$ cat src/rtl/nibble_serial_sub_ctrl.sv
// Wide X - Y - Bin computed one nibble per clock through a single shared
// 4-bit borrow-lookahead subtractor, with a start/done handshake.

module Lab2_borrow_lookahead_sub (
  output logic [3:0] Diff,
  output logic       Bout,
  input  logic [3:0] X,
  input  logic [3:0] Y,
  input  logic       Bin
);
  logic [3:0] g;
  logic [3:0] p;
  logic [3:0] b;

  // A borrow is generated when x=0,y=1 and passed through when x==y.
  assign g = ~X & Y;
  assign p = ~(X ^ Y);

  assign b[0] = Bin;
  assign b[1] = g[0] | (p[0] & Bin);
  assign b[2] = g[1] | (p[1] & g[0]) | (p[1] & p[0] & Bin);
  assign b[3] = g[2] | (p[2] & g[1]) | (p[2] & p[1] & g[0])
              | (p[2] & p[1] & p[0] & Bin);
  assign Bout = g[3] | (p[3] & g[2]) | (p[3] & p[2] & g[1])
              | (p[3] & p[2] & p[1] & g[0]) | (p[3] & p[2] & p[1] & p[0] & Bin);

  assign Diff = X ^ Y ^ b;
endmodule

module nibble_serial_sub_ctrl #(
  parameter int NIBBLES = 4
) (
  input  logic                 clk,
  input  logic                 rst_n,
  input  logic                 start,
  input  logic [4*NIBBLES-1:0] X,
  input  logic [4*NIBBLES-1:0] Y,
  input  logic                 Bin,
  output logic                 busy,
  output logic                 done,
  output logic [4*NIBBLES-1:0] Diff,
  output logic                 Bout,
  output logic                 zero
);
  localparam int W  = 4 * NIBBLES;
  localparam int CW = (NIBBLES > 1) ? $clog2(NIBBLES) : 1;
  localparam logic [CW-1:0] LAST = CW'(NIBBLES - 1);

  typedef enum logic [1:0] {IDLE, RUN, DONE} state_t;

  state_t         state;
  state_t         state_n;
  logic           accept;
  logic           last;
  logic [W-1:0]   xq;
  logic [W-1:0]   yq;
  logic           borrow;
  logic [CW-1:0]  cnt;
  logic [CW+1:0]  base;
  logic [W-1:0]   diff_q;
  logic [W-1:0]   diff_n;
  logic           bout_q;
  logic           zero_q;
  logic [3:0]     s_diff;
  logic           s_bout;

  assign base = {cnt, 2'b00};

  Lab2_borrow_lookahead_sub u_sub (
    .Diff (s_diff),
    .Bout (s_bout),
    .X    (xq[base +: 4]),
    .Y    (yq[base +: 4]),
    .Bin  (borrow)
  );

  always_ff @(posedge clk or negedge rst_n) begin
    if (!rst_n) state <= IDLE;
    else        state <= state_n;
  end

  always_comb begin
    state_n = state;
    accept  = 1'b0;
    last    = 1'b0;
    diff_n  = diff_q;
    diff_n[base +: 4] = s_diff;
    case (state)
      IDLE: begin
        if (start) begin
          accept  = 1'b1;
          state_n = RUN;
        end
      end
      RUN: begin
        if (cnt == LAST) begin
          last    = 1'b1;
          state_n = DONE;
        end
      end
      DONE: begin
        if (start) begin
          accept  = 1'b1;
          state_n = RUN;
        end else begin
          state_n = IDLE;
        end
      end
      default: state_n = IDLE;
    endcase
  end

  always_ff @(posedge clk or negedge rst_n) begin
    if (!rst_n) begin
      xq     <= '0;
      yq     <= '0;
      borrow <= 1'b0;
      cnt    <= '0;
      diff_q <= '0;
      bout_q <= 1'b0;
      zero_q <= 1'b0;
    end else if (accept) begin
      xq     <= X;
      yq     <= Y;
      borrow <= Bin;
      cnt    <= '0;
      diff_q <= '0;
      bout_q <= 1'b0;
      zero_q <= 1'b0;
    end else if (state == RUN) begin
      diff_q <= diff_n;
      borrow <= s_bout;
      if (last) begin
        bout_q <= s_bout;
        // zero must see the nibble being written on this same edge
        zero_q <= (diff_n == '0);
      end else begin
        cnt <= cnt + CW'(1);
      end
    end
  end

  assign busy = (state == RUN);
  assign done = (state == DONE);
  assign Diff = diff_q;
  assign Bout = bout_q;
  assign zero = zero_q;
endmodule

$ cat config.mk
export PLATFORM = sky130hd
export DESIGN_NAME = nibble_serial_sub_ctrl
export DESIGN_NICKNAME = d
export VERILOG_FILES = /design/src/rtl/nibble_serial_sub_ctrl.sv
export SDC_FILE = /design/constraint.sdc
export NUM_CORES = 1
export LEC_CHECK = 0
export CORE_UTILIZATION = 40
export CTS_CLUSTER_DIAMETER = 120
export DETAILED_ROUTE_END_ITERATION = 6
export GPL_TIMING_DRIVEN = 1
export PLACE_DENSITY = 0.74
export RECOVER_POWER = 50
export SYNTH_ARGS = -nofsm -noshare
export SYNTH_HDL_FRONTEND = slang
export SYNTH_SLANG_ARGS = --single-unit
$ cat constraint.sdc
create_clock -name clk -period 6.62 [get_ports clk]
set_input_delay 0.662 -clock clk [delete_from_list [all_inputs] [get_ports clk]]
set_output_delay 0.662 -clock clk [all_outputs]
set_load 0.01 [all_outputs]
# Word-level counts from Yosys, hierarchy flattened
# Index checks and enable logic that the tools add are counted.
[classes] n_addsub=2 n_eq_ne=6 n_shift=4 muxes=22 bitwise_logic=31 reduce_logical=8
[ops] cell="16-bit 2-to-1 mux" n=2
[ops] cell="16-bit by 5-bit variable part select with 4-bit output" n=2
[ops] cell="1-bit AND" n=16
[ops] cell="16-bit bitwise mux" n=1
[ops] cell="16-bit logical NOT" n=1
[ops] cell="4-bit by 6-bit variable shift with 16-bit output (first input constant)" n=1
[ops] cell="4-bit by 6-bit variable part select with 16-bit output" n=1
[ops] cell="1-bit 2-to-1 mux" n=13
[ops] cell="2-bit 2-to-1 mux" n=5
[ops] cell="1-bit bitwise OR" n=10
[ops] cell="4-bit NOT" n=2
[ops] cell="4-bit XOR" n=2
[ops] cell="4-bit negator with 6-bit output" n=1
[ops] cell="2-bit case mux with 3 select lines" n=1
[ops] cell="2-bit AND reduction" n=3
[ops] cell="4-bit AND" n=1
[ops] cell="2-bit equality test (second input constant)" n=2
[ops] cell="2-bit != test (second input constant)" n=2
[ops] cell="2-bit nonzero test" n=2
[ops] cell="2-bit by 1-bit adder with 2-bit output (second input constant)" n=1
[ops] cell="2-bit by 1-bit equality test with 1-bit output (second input constant)" n=1
[ops] cell="2-bit logical NOT" n=1
[ops] cell="2-bit by 1-bit != test with 1-bit output (second input constant)" n=1
[ops] cell="2-bit OR reduction" n=1
[word_totals] regBits=55 output_inout_bits=20

# Longest topological paths before layout
# Gate-level depths: netlist of run 1.
[logic_depth] word_depth=14 mapped_depth=9 mapped_depth_nobuf=8

# Modules after synthesis
# Synthesis of run 1 repeated with hierarchy kept, for this count alone.
[hier_totals] hier_cells=207 area_unflattened_um2=2742.6
[by_module_without_submodules] mod="nibble_serial_sub_ctrl" n_inst=1 cells_per_inst=180 area_each_um2=2542.4
[by_module_without_submodules] mod="Lab2_borrow_lookahead_sub" n_inst=1 cells_per_inst=27 area_each_um2=200.2

# Least setup slack after synthesis of run 1
# No wires, ideal clock.
[synth_path] kind="register to register" start="register cnt[0]" end="register diff_q[3], in the netlist Diff[3]" setup_ps=135 arrival_ps=2311 slack_ps=4174 stages_incl_launch_ff=9 n_path_buf=1 path_cell_list="dfrtp_1 buf_4 mux4_2 ha_1 a21oi_1 a21boi_0 o21a_1 o21ai_0 o21ai_0"
[synth_between] elab_chain_cells=12 word_cells_on_any_way=28 classes_between="add/sub (1); shift (4); mux (3); bitwise (20)"
[synth_rtl] item="start, declared" line_no="58" rtl="logic [CW-1:0] cnt;"
[synth_rtl] item="start signal, assigned" line_no="138" rtl="cnt <= cnt + CW'(1);"
[synth_rtl] item="16-bit by 5-bit variable part select with 4-bit output (on tied branches)" line_no="72, 73"
[synth_rtl] item="4-bit XOR / 4-bit NOT (equally long branches)" line_no="17, 27, 16"
[synth_rtl] item="4-bit NOT / 4-bit AND (equally long branches)" line_no="17, 16"
[synth_rtl] item="1-bit AND (on tied branches)" line_no="22, 23"
[synth_rtl] item="1-bit bitwise OR (tied with other cells)" line_no="22" rtl="assign b[3] = g[2] | (p[2] & g[1]) | (p[2] & p[1] & g[0])"
[synth_rtl] item="1-bit bitwise OR / 1-bit AND (equally long branches)" line_no="22, 23"
[synth_rtl] item="1-bit bitwise OR" line_no="23" rtl="| (p[2] & p[1] & p[0] & Bin);"
[synth_rtl] item="4-bit XOR" line_no="27" rtl="assign Diff = X ^ Y ^ b;"
[synth_rtl] item="4-bit by 6-bit variable part select with 16-bit output" line_no="87" rtl="diff_n[base +: 4] = s_diff;"
[synth_rtl] item="16-bit bitwise mux *" line_no="87"
[synth_rtl] item="16-bit 2-to-1 mux *" line_no="130" rtl="end else if (state == RUN) begin"
[synth_rtl] item="16-bit 2-to-1 mux *" line_no="122" rtl="end else if (accept) begin"
[synth_rtl] item="end signal, assigned" line_no="131" rtl="diff_q <= diff_n;"
[synth_rtl] item="end, declared" line_no="60" rtl="logic [W-1:0] diff_q;"
# Every way passes the cells marked *; elsewhere a longest branch is shown, timed or not. The select of a mux whose other input is x is not followed.
# A chain may end at the register's enable or synchronous reset.

==> out/qor.csv, run 1 <==
stage;metric;value;unit
outcome;status;finished with violations;
outcome;violated checks;capacitance limit, slew limit;
final_layout;Multi-input gate area;1180;um2
routing;Routed WL per cell;13.7;um
placed_design;hpwl dp;4010;um
final_layout;fin nets;372;
synthesis;count of cell types in the netlist;38;
routing;routed vias/inst;5.08;
timing;count of final hold-check violations;0;
synthesis;number of flops mapped to enable cells by yosys;0;
routing;WL met3;212;um
setup_path;max incr delay on CP;1.98;ns
timing;min Tclk post-route;2.94;ns
timing;RSZ-0062 raised after global routing;false;
setup_path;family with the most delay on the worst path;buffers and inverters;
floorplan;Die H;83.5;um
setup_path;critical path endpoint category;async pin;
setup_path;worst-path maximum fanout;55;
pwr;part of the power in registers;35.1;%
timing;skew final;0.00979;ns
synthesis;Yosys top cell by area;dfrtp_1;
floorplan;die extent in x;83.5;um
pwr;Clock power frac;13.2;%
setup_path;CP required;6.44;ns
grt;GR Overflow Total;0;
setup_path;Worst R2R End;Diff[3]$_DFFE_PN0P_;
routing;remaining antenna violation count;0;
grt;first-pass GRT wire length;9570;um
timing;final setup TNS;0;ns
setup_path;worst r2r path cells;7;
floorplan;Std-Cell Rows;29;
setup_path;WS Path Type;input pin to async pin;
clocking;CTS Buf Count;5;
routing;Max Used Layer;met4;
routing;final wirelength;5520;um
floorplan;Die ar.;6970;um2
clocking;worst-skew pair later-pin latency;0.31;ns
synthesis;Net Count, Synth;317;
setup_path;Worst R2R Setup Slack;3.68;ns
worst_hold_path;hold path cells;2;
placed_design;Final Wtd Congestion;0.871;
routing;met2 wire length;2640;um
routing;via count;2046;
clocking;Root Driver;clkbuf_8;
timing;final worst-path cycle share;44.4;%
synthesis;cells after synthesis;270;
final_layout;Core Util, Final;52.8;%
routing;DRC violations left;0;
worst_hold_path;min-delay src;yq[7]$_DFFE_PN0P_;
timing;worst slew pin tran;2.82;ns
timing;final setup violation count;0;
grt;vias in the first global route;2041;
placed_design;dpl ws;3.69;ns
routing;Pre-antenna DRT Iters;4;
synthesis;Synth Flop Type;dfrtp_1;
pwr;Pwr Total;1740;uW
pwr;Peak VDD IR;282;uV
final_layout;layout cells sized above 1;6.75;%
synthesis;Async SR Flop Fraction;100;%
clocking;post_cts resized;0;
clocking;htree depth;2;
pwr;Psw;719;uW
setup_path;Worst EP arrival;2.75;ns
final_layout;most common cell after layout, fill and taps aside;nand2_1;
worst_hold_path;Hold WC Path Type;register to register;
worst_hold_path;Min-Delay Endpoint;yq[7]$_DFFE_PN0P_;
floorplan;starting density of the core;41.6;%
floorplan;num ports;56;
synthesis;Post-Syn Area;2660;um2
final_layout;# diodes;0;
clocking;CTS tree;built;
setup_path;reg-to-reg startpoint;cnt[0]$_DFFE_PN0P_;
final_layout;number of fill cells;601;
final_layout;Sequential Area;1380;um2
floorplan;Core Footprint;6390;um2
pwr;Gate power share;51.8;%
placed_design;count of input and output buffers;55;
timing;Max Fclk;0.340;GHz
pwr;Static Leakage;0.00159;uW
setup_path;cells along the critical path;buf_2 > clkbuf_1;
clocking;postcts setup bufs;0;
clocking;CTS Hold Bufs;0;
setup_path;slowest CP cell;clkbuf_1;
final_layout;commonest cells after routing, fill and taps aside;108 x nand2_1, 55 x dfrtp_1, 53 x clkdlybuf4s50_1;
pwr;internal cell power;1020;uW
synthesis;Area contributors post-synth;dfrtp_1 52%, nand2_1 15%, mux4_2 6.8%;
timing;worst rel slew slack;-87.9;%
grt;Tot GR Track Use;17.4;%
clocking;CTS Sinks;55;
pwr;Pwr Density;516;nW/um2
synthesis;Yosys Warn Count;0;
clocking;clk slew on worst S/H paths;0.09;ns
grt;largest net degree at the start of global routing;56;
synthesis;sequential cell area fraction in the yosys report;51.8;%
clocking;CTS Buffer Depth;2;
routing;initial DRC count;98;
grt;initial antenna violation count;0;
timing;Final Max Tran Viols;97;
flow_run;max_cap viols;2;
synthesis;synthesized area per cell;9.83;um2
synthesis;Synth top area share;51.8;%
synthesis;Seq cells post-synth;55;
routing;WL met1;2600;um
setup_path;CP Launch Type;input pin;
placed_design;dpl cells;395;
pwr;Sw Ratio;41.3;%
final_layout;area grow syn2layout;26.9;%
timing;Final WS setup;3.68;ns
setup_path;Worst Path Buf+Inv;2;
final_layout;final cell count without fillers;403;
[cells in the mapped netlist, drive strengths merged, types with 3 or more instances]
cell and count:
nand3 6, buf 7, o21ai 13, a22o 8, nor2 9, nand2 108, dfrtp 55, nor4 3
clkbuf 3, a21oi 5, mux4 8, ha 10, inv 10
[sequential cells by signal (all words and copies together) (netlist names)]
name    flops
Diff       16
xq         16
yq         16
cnt         2
state       2
Bout        1
borrow      1
zero        1
[power groups by stage]
stage,Combinational (uW),Clock (uW),Sequential (uW)
detailed placement,908,0,618
CTS,914,234,612
global route,1010,249,634
finish,900,229,610
floorplan,656,0,581
global placement,884,0,612
[cell families (layout without fill, tap and decap cells)]
| kind of cell | Yosys count | after routing | synth area share [%] |
|---|---|---|---|
| buffers and inverters | 20 | 76 | 3.44 |
| XOR/XNOR | 4 | 4 | 1.32 |
| adder cells (fa/ha/maj) | 11 | 11 | 5.47 |
| flip-flops | 55 | 55 | 51.8 |
| multiplexers | 8 | 8 | 6.79 |
| AO/OA/AOI/OAI | 34 | 34 | 9.10 |
| AND/OR/NAND/NOR | 138 | 138 | 22.1 |
[through the flow]
stage	hold slack, ns	cell area, um2
3_3_place_gp	0.456	3270
5_1_grt	0.514	3370
4_1_cts	0.485	3390
2_1_floorplan	0.366	2660
3_5_place_dp	0.462	3270
6_report	0.484	3370
[layout make-up]
class,count,area share [%]
Clock buffer,6,2.45
Clock inverter,2,1.04
Inverter,10,1.26
Multi-Input combinational cell,195,35.0
Sequential cell,55,40.8
Tap cell,77,2.86
Timing Repair Buffer,58,16.5
[metal layers]
metal  track usage, %  vias to the layer above
li1                 -                     1009
met1             23.0                      977
met2             28.9                       53
met3             3.56                        7
met4             5.55                        0
met5                0                        -
[how the worst max path moves through the flow]
stage	cells after the start	from	slack [ns]	to
floorplan	8	cnt[0]$_DFFE_PN0P_	4.17	Diff[3]$_DFFE_PN0P_
global placement	7	cnt[0]$_DFFE_PN0P_	3.78	Diff[7]$_DFFE_PN0P_
detailed placement	7	cnt[0]$_DFFE_PN0P_	3.69	Diff[3]$_DFFE_PN0P_
CTS	7	cnt[0]$_DFFE_PN0P_	3.65	Diff[3]$_DFFE_PN0P_
global route	2	rst_n	3.04	xq[6]$_DFFE_PN0P_
finish	2	rst_n	3.68	Bout$_DFFE_PN0P_
No activity file was read; power rests on OpenSTA's default activity.
==> run 2, diff against run 1 <==
==> constraint.sdc (replaced) <==
create_clock -name clk -period 2.8 [get_ports clk]
set_input_delay 0.28 -clock clk [delete_from_list [all_inputs] [get_ports clk]]
set_output_delay 0.28 -clock clk [all_outputs]
set_load 0.01 [all_outputs]
==> out/qor.csv, run 2 (synthesis gave the netlist of run 1 again) <==
stage;metric;value;unit;change
setup_path;CP Launch Type;register;;
final_layout;layout cells sized above 1;7.01;%;+0.26 points
floorplan;die extent in x;83.5;um;unchanged
timing;min Tclk post-route;2.56;ns;
routing;Routed WL per cell;13.7;um;about the same
timing;Hold Slack;0.484;ns;+0.000379 ns
clocking;worst-skew pair later-pin latency;0.31;ns;about the same
clocking;Root Driver;clkbuf_8;;
clocking;CTS Sinks;55;;unchanged
clocking;CTS tree;built;;
pwr;Psw;1710;uW;+140%
setup_path;slowest CP cell;dfrtp_1;;
timing;final setup violation count;0;;unchanged
pwr;Gate power share;53.2;%;+1.4 points
routing;remaining antenna violation count;0;;unchanged
setup_path;critical path endpoint category;register;;
routing;Pre-antenna DRT Iters;4;;unchanged
floorplan;Std-Cell Rows;29;;unchanged
setup_path;cells along the critical path;mux4_2 > ha_1 > a21oi_1 > a21boi_0 > o21a_1 > o21ai_1 > o21ai_0;;
outcome;status;complete, no violations;;
pwr;Pwr Total;4120;uW;+140%
grt;first-pass GRT wire length;9680;um;+1.1%
setup_path;worst-path maximum fanout;9;;-84%
pwr;Peak VDD IR;701;uV;+150%
clocking;CTS Buffer Depth;2;;unchanged
placed_design;Final Wtd Congestion;0.845;;-3.1%
pwr;part of the power in registers;34.6;%;-0.5 points
pwr;Clock power frac;12.2;%;-1.0 points
grt;GR Overflow Total;0;;unchanged
floorplan;num ports;56;;unchanged
setup_path;WS Path Type;register to register;;
setup_path;CP required;2.99;ns;-3.45 ns
grt;initial antenna violation count;0;;unchanged
grt;vias in the first global route;2122;;+4.0%
flow_run;max_cap viols;0;;-2
timing;final setup TNS;0;ns;unchanged
setup_path;max incr delay on CP;0.62;ns;-1.36 ns
setup_path;Worst EP arrival;2.74;ns;about the same
floorplan;Die ar.;6970;um2;unchanged
routing;routed vias/inst;5.17;;+1.9%
grt;Tot GR Track Use;17.3;%;-0.092 points
routing;via count;2095;;+2.4%
timing;Max Fclk;0.391;GHz;
clocking;clk slew on worst S/H paths;0.09;ns;about the same
final_layout;# diodes;0;;unchanged
setup_path;Worst R2R End;Diff[3]$_DFFE_PN0P_;;
pwr;Sw Ratio;41.6;%;+0.25 points
timing;worst slew pin tran;1.45;ns;-1.37 ns
worst_hold_path;Hold WC Path Type;register to register;;
clocking;postcts setup bufs;0;;unchanged
setup_path;reg-to-reg startpoint;cnt[0]$_DFFE_PN0P_;;
clocking;htree depth;2;;unchanged
clocking;CTS Buf Count;5;;unchanged
pwr;Static Leakage;0.00160;uW;+0.51%
routing;DRC violations left;0;;unchanged
timing;final worst-path cycle share;91.3;%;
grt;largest net degree at the start of global routing;36;;-36%
floorplan;Core Footprint;6390;um2;unchanged
pwr;internal cell power;2410;uW;+140%
setup_path;worst r2r path cells;7;;unchanged
final_layout;fin nets;375;;+0.81%
floorplan;Die H;83.5;um;unchanged
timing;Final Max Tran Viols;0;;-100%
worst_hold_path;hold path cells;2;;unchanged
timing;RSZ-0062 raised after global routing;false;;
final_layout;commonest cells after routing, fill and taps aside;108 x nand2_1, 55 x dfrtp_1, 54 x clkdlybuf4s50_1;;
setup_path;Worst R2R Setup Slack;0.24;ns;-3.44 ns
placed_design;hpwl dp;4190;um;+4.3%
timing;skew final;0.0103;ns;+0.000463 ns
placed_design;count of input and output buffers;55;;unchanged
timing;count of final hold-check violations;0;;unchanged
routing;initial DRC count;82;;-16%
floorplan;starting density of the core;41.6;%;unchanged
worst_hold_path;min-delay src;yq[15]$_DFFE_PN0P_;;
worst_hold_path;Min-Delay Endpoint;yq[15]$_DFFE_PN0P_;;
pwr;Pwr Density;1220;nW/um2;+140%
final_layout;most common cell after layout, fill and taps aside;nand2_1;;
routing;final wirelength;5550;um;+0.51%
final_layout;area grow syn2layout;27.4;%;
final_layout;Core Util, Final;53.0;%;+0.22 points
timing;worst rel slew slack;3.28;%;+91 points
## run 2: changes by cell type in the layout (fill, tap and decap cells not counted)
cell	before	now
buf_4	0	3
buf_2	1	0
clkbuf_2	0	1
clkbuf_8	6	5
clkdlybuf4s50_1	53	54
clkinv_2	1	0
o21ai_0	12	11
o21ai_1	1	2
## run 2: layout make-up
cell class              count  area [um2]
fillers                   590        3000
flip-flops and latches     55        1380
multi-input cells         195        1180
repair buffers             61         586
well taps                  77        96.3
clock buffers               6        72.6
inverters                  10        42.5
clock inverters             1        30.0
## run 2: what timing repair did
item	CTS	global route
endpoints found under the setup margin	0	4
resized for setup	0	1
hold endpoints to repair	23	0
hold buffers	1	0
## run 2: power by group through the flow
stage	registers (uW)	logic, uW	clock network [uW]
after CTS	1430	2210	512
final	1430	2200	503
after detailed placement	1440	2210	0
after floorplan	1370	1550	0
after global routing	1470	2450	558
after global placement	1430	2140	0
## run 2: worst max path at each step
stage | startpoint | endpoint | slack, ns | cells after the start
2_1_floorplan | cnt[0]$_DFFE_PN0P_ | Diff[3]$_DFFE_PN0P_ | 0.35 | 8
3_3_place_gp | cnt[0]$_DFFE_PN0P_ | Diff[7]$_DFFE_PN0P_ | 0.16 | 7
6_report | cnt[0]$_DFFE_PN0P_ | Diff[3]$_DFFE_PN0P_ | 0.24 | 7
3_5_place_dp | cnt[0]$_DFFE_PN0P_ | Diff[3]$_DFFE_PN0P_ | 0.04 | 7
4_1_cts | cnt[0]$_DFFE_PN0P_ | Diff[3]$_DFFE_PN0P_ | 0.04 | 7
5_1_grt | cnt[0]$_DFFE_PN0P_ | Diff[3]$_DFFE_PN0P_ | 0.05 | 8
## run 2: worst max-delay path, delay by kind of cell (launching register included)
family,cells,cell delay (ns)
AO/OA/AOI/OAI,5,0.94
flip-flops,1,0.62
multiplexers,1,0.57
adder cells (fa/ha/maj),1,0.33
## run 2: metrics by stage
| stage | instances | worst slack [ns] | cell area [um2] |
|---|---|---|---|
| 3_5_place_dp | 397 | 0.0422 | 3290 |
| 3_3_place_gp | 397 | 0.162 | 3290 |
| 6_report | 405 | 0.243 | 3380 |
| 4_1_cts | 405 | 0.0354 | 3400 |
| 5_1_grt | 405 | 0.0458 | 3380 |
| 2_1_floorplan | 270 | 0.354 | 2660 |
## run 2: routing by layer
metal	vias to the layer above	wire [um]	global-route usage, %
met5	-	0	0
met4	0	67	5.24
met3	6	227	3.66
met2	55	2710	29.3
met1	1009	2550	22.4
li1	1025	-	-
